### config.mk
export PLATFORM = sky130hd
export DESIGN_NAME = fir_band_sched
export DESIGN_NICKNAME = d
export VERILOG_FILES = /design/src/rtl/fir_band_sched.sv
export SDC_FILE = /design/constraint.sdc
export NUM_CORES = 1
export LEC_CHECK = 0
export CAP_MARGIN = 10
export CORE_MARGIN = 5
export CORE_UTILIZATION = 30
export DETAILED_ROUTE_END_ITERATION = 8
export HOLD_SLACK_MARGIN = 0.02
export PLACE_DENSITY = 0.47
export SETUP_SLACK_MARGIN = 0.05
export SYNTH_ARGS = -nofsm -noshare
export SYNTH_HDL_FRONTEND = slang
export SYNTH_SLANG_ARGS = --single-unit
### constraint.sdc
create_clock -name clk -period 2.5 [get_ports clk]
set_input_delay 0.75 -clock clk [delete_from_list [all_inputs] [get_ports clk]]
set_output_delay 0.75 -clock clk [all_outputs]
set_load 0.005 [all_outputs]
### src/rtl/fir_band_sched.sv
// fir_band_sched: sequencer for the equalizer FIR band engines.
// It owns the circular sample-buffer pointers and writes each new sample.
// It then replays the last TAPS samples under each enabled band's seq window.
module fir_band_sched #(
  parameter int NUM_BANDS = 5,
  parameter int TAPS      = 1021,
  parameter int AW        = 10
) (
  input  logic                 clk,
  input  logic                 rst,
  input  logic                 smpl_vld,
  input  logic [NUM_BANDS-1:0] band_en,
  input  logic                 ovr_clr,
  output logic                 buf_we,
  output logic [AW-1:0]        buf_waddr,
  output logic [AW-1:0]        buf_raddr,
  output logic [NUM_BANDS-1:0] seq,
  output logic                 busy,
  output logic                 out_vld,
  output logic                 primed,
  output logic                 overrun
);

  localparam int            CW     = $clog2(TAPS + 1);
  localparam logic [CW-1:0] TAPS_C = CW'(TAPS);
  localparam logic [CW-1:0] TM1_C  = CW'(TAPS - 1);
  // distance from the newest sample back to the oldest tap of the window
  localparam logic [AW-1:0] BACK   = AW'(TAPS - 1);

  typedef enum logic [1:0] {IDLE, RUN, DONE} state_t;

  state_t                state;
  logic [AW-1:0]         wptr;
  logic [AW-1:0]         base;
  logic [CW-1:0]         fill_cnt;
  logic [CW-1:0]         tap_cnt;
  logic [NUM_BANDS-1:0]  en_q;

  assign buf_we    = smpl_vld;
  assign buf_waddr = wptr;
  assign primed    = (fill_cnt == TAPS_C);

  // Write side: every strobe lands in the buffer, even mid-computation.
  always_ff @(posedge clk) begin
    if (rst) begin
      wptr     <= '0;
      fill_cnt <= '0;
      overrun  <= 1'b0;
    end else begin
      if (smpl_vld) begin
        wptr <= wptr + 1'b1;
        if (fill_cnt != TAPS_C) fill_cnt <= fill_cnt + 1'b1;
      end
      // a new event wins over a simultaneous clear
      if (smpl_vld && busy)  overrun <= 1'b1;
      else if (ovr_clr)      overrun <= 1'b0;
    end
  end

  // Sequencer: IDLE -> RUN (TAPS+1 cycles) -> DONE (out_vld) -> IDLE.
  always_ff @(posedge clk) begin
    if (rst) begin
      state     <= IDLE;
      tap_cnt   <= '0;
      base      <= '0;
      en_q      <= '0;
      seq       <= '0;
      busy      <= 1'b0;
      out_vld   <= 1'b0;
      buf_raddr <= '0;
    end else begin
      case (state)
        IDLE: begin
          out_vld <= 1'b0;
          // the write happening now may be the one that primes the buffer
          if (smpl_vld && (fill_cnt >= TM1_C)) begin
            state     <= RUN;
            en_q      <= band_en;
            seq       <= band_en;
            busy      <= 1'b1;
            tap_cnt   <= '0;
            base      <= wptr - BACK;
            buf_raddr <= wptr - BACK;
          end
        end
        RUN: begin
          if (tap_cnt == TAPS_C) begin
            // last data beat has been consumed by the engines
            state   <= DONE;
            seq     <= '0;
            out_vld <= 1'b1;
          end else begin
            seq     <= en_q;
            tap_cnt <= tap_cnt + 1'b1;
            // raddr is registered, so issue tap k+1 while showing tap k;
            // after the last tap it simply holds
            if (tap_cnt != TM1_C)
              buf_raddr <= base + AW'(tap_cnt) + AW'(1);
          end
        end
        DONE: begin
          state   <= IDLE;
          out_vld <= 1'b0;
          busy    <= 1'b0;
        end
        default: begin
          state   <= IDLE;
          seq     <= '0;
          busy    <= 1'b0;
          out_vld <= 1'b0;
        end
      endcase
    end
  end

endmodule

# Word level (Yosys, flattened, before mapping)
# Index checks and enable logic that the tools add are counted.
# op_classes
n_addsub,6
n_mul,0
div,0
order_cmp,1
eq_ne,10
n_shift,0
mux,17
bitwise_logic,2
reduce_logical,13
# op_table
op,n
two-way mux 10 bit,5
adder 10 x 1 -> 10 bit (second input constant),4
one-hot mux 10 bit (2 select lines),2
== test 10 bit (second input constant),2
!= test 10 bit (second input constant),2
one-hot mux 5 bit (3 select lines),1
adder 10 bit,1
>= comparator 10 bit (second input constant),1
two-way mux 5 bit,2
AND reduction 2 bit,5
subtractor 10 bit (second input constant),1
!= test 2 bit (second input constant),4
two-way mux 2 bit,2
one-hot mux 2 bit (2 select lines),1
AND reduction 4 bit,1
nonzero test 2 bit,2
two-way mux 1 bit,3
AND reduction 3 bit,1
== test 2 x 1 -> 1 bit (second input constant),1
== test 2 bit (second input constant),1
logical AND 1 bit,2
zero test 2 bit,1
NOT 1 bit,2
one-hot mux 1 bit (2 select lines),1
OR reduction 2 bit,1
# totals
regBits,65
latchBits,0
mem_bits_rw,0
romBits,0
inputBits,9
output_inout_bits,30
elab_cells,60
n_memories,0

# Logic depth before layout (Yosys ltp)
# Gate-level depths: netlist of run 1.
# depth
word_depth,5
ltp_mapped,9
mapped_depth_nobuf,9

# Least setup slack after synthesis of run 1
# Ideal clock, no wire load.
# synth_timing
path_type,input port to flip-flop
startpoint,input smpl_vld
endpoint,register buf_raddr[9]
setup_ns,0.120
arrival_time_ns,2.137
required_time_ns,2.380
path_slack_ns,0.243
path_stages,6
path_buffers,1
path_cell_list,buf_2 nand2b_1 or4_4 a2bb2oi_4 mux2_2 o31a_1
# synth_via
elab_chain_len,3
# synth_rtl
element,line,source
"start, declared",11,"input logic smpl_vld,"
logical AND 1 bit,76,if (smpl_vld && (fill_cnt >= TM1_C)) begin
!= test 2 bit (no source line),--,
AND reduction 4 bit (no source line),--,
"end signal, assigned",83,buf_raddr <= wptr - BACK;
"end signal, assigned",98,buf_raddr <= base + AW'(tap_cnt) + AW'(1);
"end, declared",16,"output logic [AW-1:0] buf_raddr,"
# Every way passes these cells.
# A chain may end at the register's enable or synchronous reset.

# Worst setup path after layout of run 1
# layout_timing
startpoint,register fill_cnt[0]
endpoint,output primed
# layout_via
elab_chain_len,1
# layout_rtl
element,line,source
"start, declared",35,logic [CW-1:0] fill_cnt;
"start signal, assigned",52,if (fill_cnt != TAPS_C) fill_cnt <= fill_cnt + 1'b1;
== test 10 bit,41,assign primed = (fill_cnt == TAPS_C);
"end, declared",20,"output logic primed,"
# Every way passes these cells.

==> impl_metrics.tcl, run 1 <==
set metrics [dict create \
    wl_per_cell_um 15.1 \
    die_h_um 116 \
    async_flop_share 0 \
    finalCriticalPeriod_ps 2300 \
    routed_wl_um 8920 \
    finalClockSkew_ps 6.94 \
    grt_pass1_vias 2913 \
    netlist_area_sq_um 3360 \
    tightest_slew_ps 627 \
    dpl.hpwl_um 6790 \
    synth_warnings 0 \
    vias_per_cell 5.16 \
    synth_cell_types 57 \
    fp.coreArea_sq_um 10900 \
    cap_violations 0 \
    vias 3042 \
    pwr-share-comb 0.044 \
    drv_slew 0 \
    status "finished clean" \
    fin_nets 473 \
    num_rows 38 \
    firstDrtPassIters 4 \
    cts_root_buf "clkbuf_8" \
    place.port_buffers 38 \
    yosysTopAreaCell "dfxtp_1" \
    synth_area_leaders "dfxtp_1, ha_1, nand2_1" \
    min_period_over_period 0.922 \
    final_util 0.385 \
    ioPinCount 39 \
    ant_nets 0 \
    cts.sinks 65 \
    relSlewSlack 0.582 \
    grt_usage 0.144 \
    clock_power_share 0.424 \
    fmax_ghz 0.434 \
    synth_ff_type "dfxtp_1" \
    synth-seq-area-share 0.387 \
    cts_tree "done" \
    synth_edf_count 0 \
    clkLatencyLatePin_ps 340 \
    grt_max_degree 26 \
    gr-total-overflow 0 \
    clk_path_buf_depth 2 \
    critical_path_class "reg2out" \
    grt_pass1_wl_um 15100 \
    die_area_sq_um 13400 \
    min_path_type "reg2reg" \
    drt_iter0_drc 132 \
    drc 0 \
    antenna_found_initial 0 \
    cellPowerDensity_nw_per_um2 470 \
    startpoint_type "flip-flop" \
    antenna_cells 0 \
    worstPathRequired_ps 1750 \
    syn_area_per_cell_sq_um 8.63 \
    htreeDepth 3 \
    switching_power_uw 457 \
    hold_viol_final 0 \
    swShare 0.232 \
    internal_power_mw 1.52 \
    synth_seq_cells 65 \
    netlist_instances 389 \
    peakVddDrop_mv 0.227 \
    rsz0062_at_grt "false" \
    numCtsBuffers 9 \
    setup_violations 0 \
    path_max_fanout 5 \
    worst_ep_arrival_time_ps 1550 \
    synth_fp_nets 416 \
    yosysTopAreaCellShare 0.387 \
    whs_ps 456 \
    drive_gt1_frac 0.113 \
    cts_hold_buf 0 \
    cellLeakagePower_nw 1.54 \
    area_growth_pct 24.9 \
    initial_core_util 0.308 \
    seqPwrFrac 0.532 \
    gp_congestion 0.791 \
    cp-end-kind "output pin" \
    die_x_um 116 \
    path_clk_slew_ps 70 \
]
## cell usage in the layout, fill, tap and decap left out, types with 5 or more instances in the layout
| cell type | Yosys | final |
|---|---|---|
| and4_1 | 6 | 6 |
| dfxtp_1 | 65 | 65 |
| inv_1 | 11 | 11 |
| xor2_1 | 12 | 12 |
| nand2b_1 | 6 | 6 |
| nand4_1 | 5 | 5 |
| a211oi_1 | 6 | 6 |
| ha_1 | 17 | 17 |
| buf_4 | 2 | 25 |
| clkdlybuf4s50_1 | 0 | 35 |
| a22o_1 | 10 | 10 |
| nor2_1 | 33 | 33 |
| nand3_1 | 15 | 15 |
| clkbuf_8 | 0 | 12 |
| or3_1 | 10 | 10 |
| a21oi_1 | 32 | 32 |
| nand2_1 | 45 | 45 |
| nor3_1 | 14 | 14 |
| a31oi_1 | 5 | 5 |
| o21ai_0 | 14 | 14 |
| xnor2_1 | 12 | 12 |
## per-layer routing
layer	GRT usage	part of all wire	up-vias
met1	0.207	0.50	1451
li1	-	-	1522
met5	0	0	-
met4	0.0472	0.017	0
met2	0.207	0.44	58
met3	0.0386	0.046	11
## through the flow
| step | cells | instance area, sq um | setup TNS, ps | setup slack (ps) | total power [mW] |
|---|---|---|---|---|---|
| floorplan | 389 | 3360 | 0 | 243 | 1.12 |
| global placement | 575 | 4010 | -766 | -99.7 | 1.16 |
| finish | 590 | 4190 | 0 | 196 | 1.97 |
| CTS | 590 | 4190 | 0 | 158 | 2.01 |
| detailed placement | 575 | 4010 | -1550 | -129 | 1.16 |
| global route | 590 | 4190 | 0 | 82.9 | 2.08 |
## what timing repair did
| item | CTS | global route |
|---|---|---|
| buffers inserted | 0 | 0 |
| setup endpoints to repair | 2 | 0 |
| gates resized for setup | 2 | 0 |
## power groups by stage
stage	Clock [mW]	Combinational, mW	Sequential, mW
final	0.836	0.0877	1.05
after detailed placement	0	0.0893	1.07
after CTS	0.873	0.0891	1.05
after global routing	0.927	0.0986	1.05
after global placement	0	0.0902	1.07
after floorplan	0	0.0439	1.07
## path summary, 6_finish.rpt
check	start	end	slack, ps	cells after the start
worst max register to register	tap_cnt[0]$_SDFFE_PP0P_	buf_raddr[6]$_SDFFE_PP0P_	240	9
worst min register to register	en_q[3]$_SDFFE_PP0P_	en_q[3]$_SDFFE_PP0P_	460	2
worst min-delay path	en_q[3]$_SDFFE_PP0P_	en_q[3]$_SDFFE_PP0P_	460	2
worst max-delay path	fill_cnt[0]$_SDFFE_PP0P_	primed	200	4
## synth_stat cells (2+ instances only)
cell type  instances
or4_1              2
nand4_1            5
nor4_1             2
ha_1              17
inv_1             11
nor2_1            33
xnor2_1           12
nor3_1            14
buf_1              3
or3_1             10
a21o_1             4
and4_1             6
buf_4              2
nand3_1           15
dfxtp_1           65
o211ai_1           4
o31a_1             2
buf_2              3
o21ai_0           14
a22o_1            10
a31o_2             2
nor2b_1            4
o21a_1             2
and3_1             4
nand2_1           45
o311a_1            2
mux2i_1            2
clkbuf_1           8
a311oi_1           2
a31oi_1            5
a21oi_1           32
xor2_1            12
a211oi_1           6
nand2b_1           6
## sequential cells by signal (all words and copies together), names as in the netlist
name,flops
buf_raddr,10
busy,1
seq,5
buf_waddr,10
state,2
en_q,5
overrun,1
out_vld,1
fill_cnt,10
tap_cnt,10
base,10
## cell families after synthesis
group                      count (synthesis)  share of synthesized area
muxes                                      3                    0.00931
xor gates and xnor gates                  24                     0.0626
and+or+nand+nor                          152                      0.231
AOI/OAI and AO/OA                         98                      0.203
adders and majority gates                 18                     0.0693
DFF                                       65                      0.387
buffers and inverters                     29                     0.0380
## critical path, stage by stage, from the launching register on
cell and delay, ps:
dfxtp_1 410, ha_1 170, inv_1 60, nor4_1 300, dlygate4sd2_1 280
## area by class of cell
class                      instances  area (sq um)
clock buffer                      13           169
tap                              140           175
clock inverter                     2          12.5
multi-input combinational        295          1930
timing repair buffer              63           561
fill                            1127          6700
inverter                          12          45.0
sequential                        65          1300
Note: power is estimated with default switching activity, not from simulation.
==> run 2, diff against run 1 <==
--- a/config.mk
+++ b/config.mk
@@ -9,7 +9,7 @@
 export CORE_MARGIN = 5
 export CORE_UTILIZATION = 30
 export DETAILED_ROUTE_END_ITERATION = 8
-export HOLD_SLACK_MARGIN = 0.02
+export MAX_ROUTING_LAYER = met4
 export PLACE_DENSITY = 0.47
 export SETUP_SLACK_MARGIN = 0.05
 export SYNTH_ARGS = -nofsm -noshare
==> run 2 against run 1 <==
Net effect: die area did not move; clock power is essentially flat; sequential power hardly changed; critical path type unchanged; critical endpoint unchanged; largest cell class unchanged; largest power group unchanged; highest routed layer unchanged.
==> impl_metrics.tcl, run 2 (synthesis gave the netlist of run 1 again) <==
set metrics [dict create \
    vias 3035 \
    fin_nets 473 \
    cap_violations 0 \
    fp.coreArea_sq_um 10900 \
    gp_congestion 0.803 \
    routed_wl_um 8910 \
    numCtsBuffers 9 \
    grt_max_degree 26 \
    wl_per_cell_um 15.1 \
    firstDrtPassIters 4 \
    min_period_over_period 0.922 \
    setup_violations 0 \
    antenna_cells 0 \
    min_path_type "reg2reg" \
    dr_wl_met3_um 323 \
    finalCriticalPeriod_ps 2310 \
    r2r_slack_ps 240 \
    fin_cells 590 \
    drc 0 \
    met2_length_um 3910 \
    antenna_found_initial 0 \
    final_common_cell "dfxtp_1" \
    critical_path_class "reg2out" \
    maxUsedRoutingLayer "met4" \
    rsz0062_at_grt "false" \
    area_growth_pct 24.9 \
    clkLatencyLatePin_ps 340 \
    fmax_ghz 0.434 \
    dpl.hpwl_um 6790 \
    num_rows 38 \
    cp-end-kind "output pin" \
    hold_viol_final 0 \
    finalClockSkew_ps 8.24 \
    path_max_fanout 5 \
    worstPathRequired_ps 1750 \
    grt_pass1_wl_um 15100 \
    cellPowerDensity_nw_per_um2 470 \
    vias_per_cell 5.14 \
    cellLeakagePower_nw 1.54 \
    ant_nets 0 \
    die_x_um 116 \
    gr-total-overflow 0 \
    worst_ep_arrival_time_ps 1560 \
    drive_gt1_frac 0.113 \
    finalSetupTns_ps 0 \
    wl_met1_um 4520 \
    htreeDepth 3 \
    cts_tree "done" \
    dpl.cell_count 575 \
    final_cell_mix "dfxtp_1, nand2_1, clkdlybuf4s50_1" \
    status "finished clean" \
    cts_root_buf "clkbuf_8" \
    grt_pass1_vias 2917 \
    relSlewSlack 0.582 \
    ioPinCount 39 \
    cts.sinks 65 \
    drv_slew 0 \
    clk_path_buf_depth 2 \
    tightest_slew_ps 627 \
    place.port_buffers 38 \
    drt_iter0_drc 120 \
    grt_usage 0.148 \
    path_clk_slew_ps 70 \
    startpoint_type "flip-flop" \
    die_area_sq_um 13400 \
    initial_core_util 0.308 \
    die_h_um 116 \
    peakVddDrop_mv 0.225 \
]
## run 2: cell counts in the layout (fill, tap and decap cells not counted)
No cell type changed its count.
## run 2: critical path, stage by stage (launching register included)
cell           delay [ps]
dfxtp_1               410
ha_1                  170
inv_1                  60
nor4_1                300
dlygate4sd2_1         280
## run 2: what timing repair did
action | 4_1_cts | 5_1_grt
hold buffers | 0 | 0
setup endpoints to repair | 2 | 0
gates resized for setup | 2 | 0
buffers inserted | 0 | 0
## run 2: metal layers
| layer | global-route usage | vias up |
|---|---|---|
| met5 | - | - |
| met4 | 0.0425 | 0 |
| met3 | 0.0413 | 13 |
| met2 | 0.207 | 49 |
| met1 | 0.209 | 1451 |
| li1 | - | 1522 |
## run 2: stage by stage
| stage | instance area, sq um | utilization | power [mW] | setup slack, ps | hold slack, ps |
|---|---|---|---|---|---|
| 6_report | 4190 | 0.385 | 1.97 | 194 | 456 |
| 5_1_grt | 4190 | 0.385 | 2.08 | 80.5 | 487 |
| 4_1_cts | 4190 | 0.385 | 2.01 | 158 | 460 |
| 3_5_place_dp | 4010 | 0.369 | 1.16 | -129 | 449 |
| 3_3_place_gp | 4010 | 0.369 | 1.16 | -99.7 | 441 |
| 2_1_floorplan | 3360 | - | 1.12 | 243 | 436 |
## run 2: area by class of cell
class	count	area [sq um]
clock buffer	13	169
clock inverter	2	12.5
fill	1127	6700
inverter	12	45.0
multi-input combinational	295	1930
sequential	65	1300
tap	140	175
timing repair buffer	63	561
## run 2: worst paths after layout
check | from | end | cells past startpoint
worst max-delay path | fill_cnt[0]$_SDFFE_PP0P_ | primed | 4
worst min-delay path | en_q[3]$_SDFFE_PP0P_ | en_q[3]$_SDFFE_PP0P_ | 2
worst max register to register | tap_cnt[0]$_SDFFE_PP0P_ | buf_raddr[6]$_SDFFE_PP0P_ | 9
worst min register to register | en_q[3]$_SDFFE_PP0P_ | en_q[3]$_SDFFE_PP0P_ | 2
## run 2: report_power, final
part / switching (mW) / total (mW) / internal [mW]
combinational: 0.0480 / 0.0876 / 0.0396
clock: 0.398 / 0.833 / 0.435
sequential: 0.00782 / 1.05 / 1.04
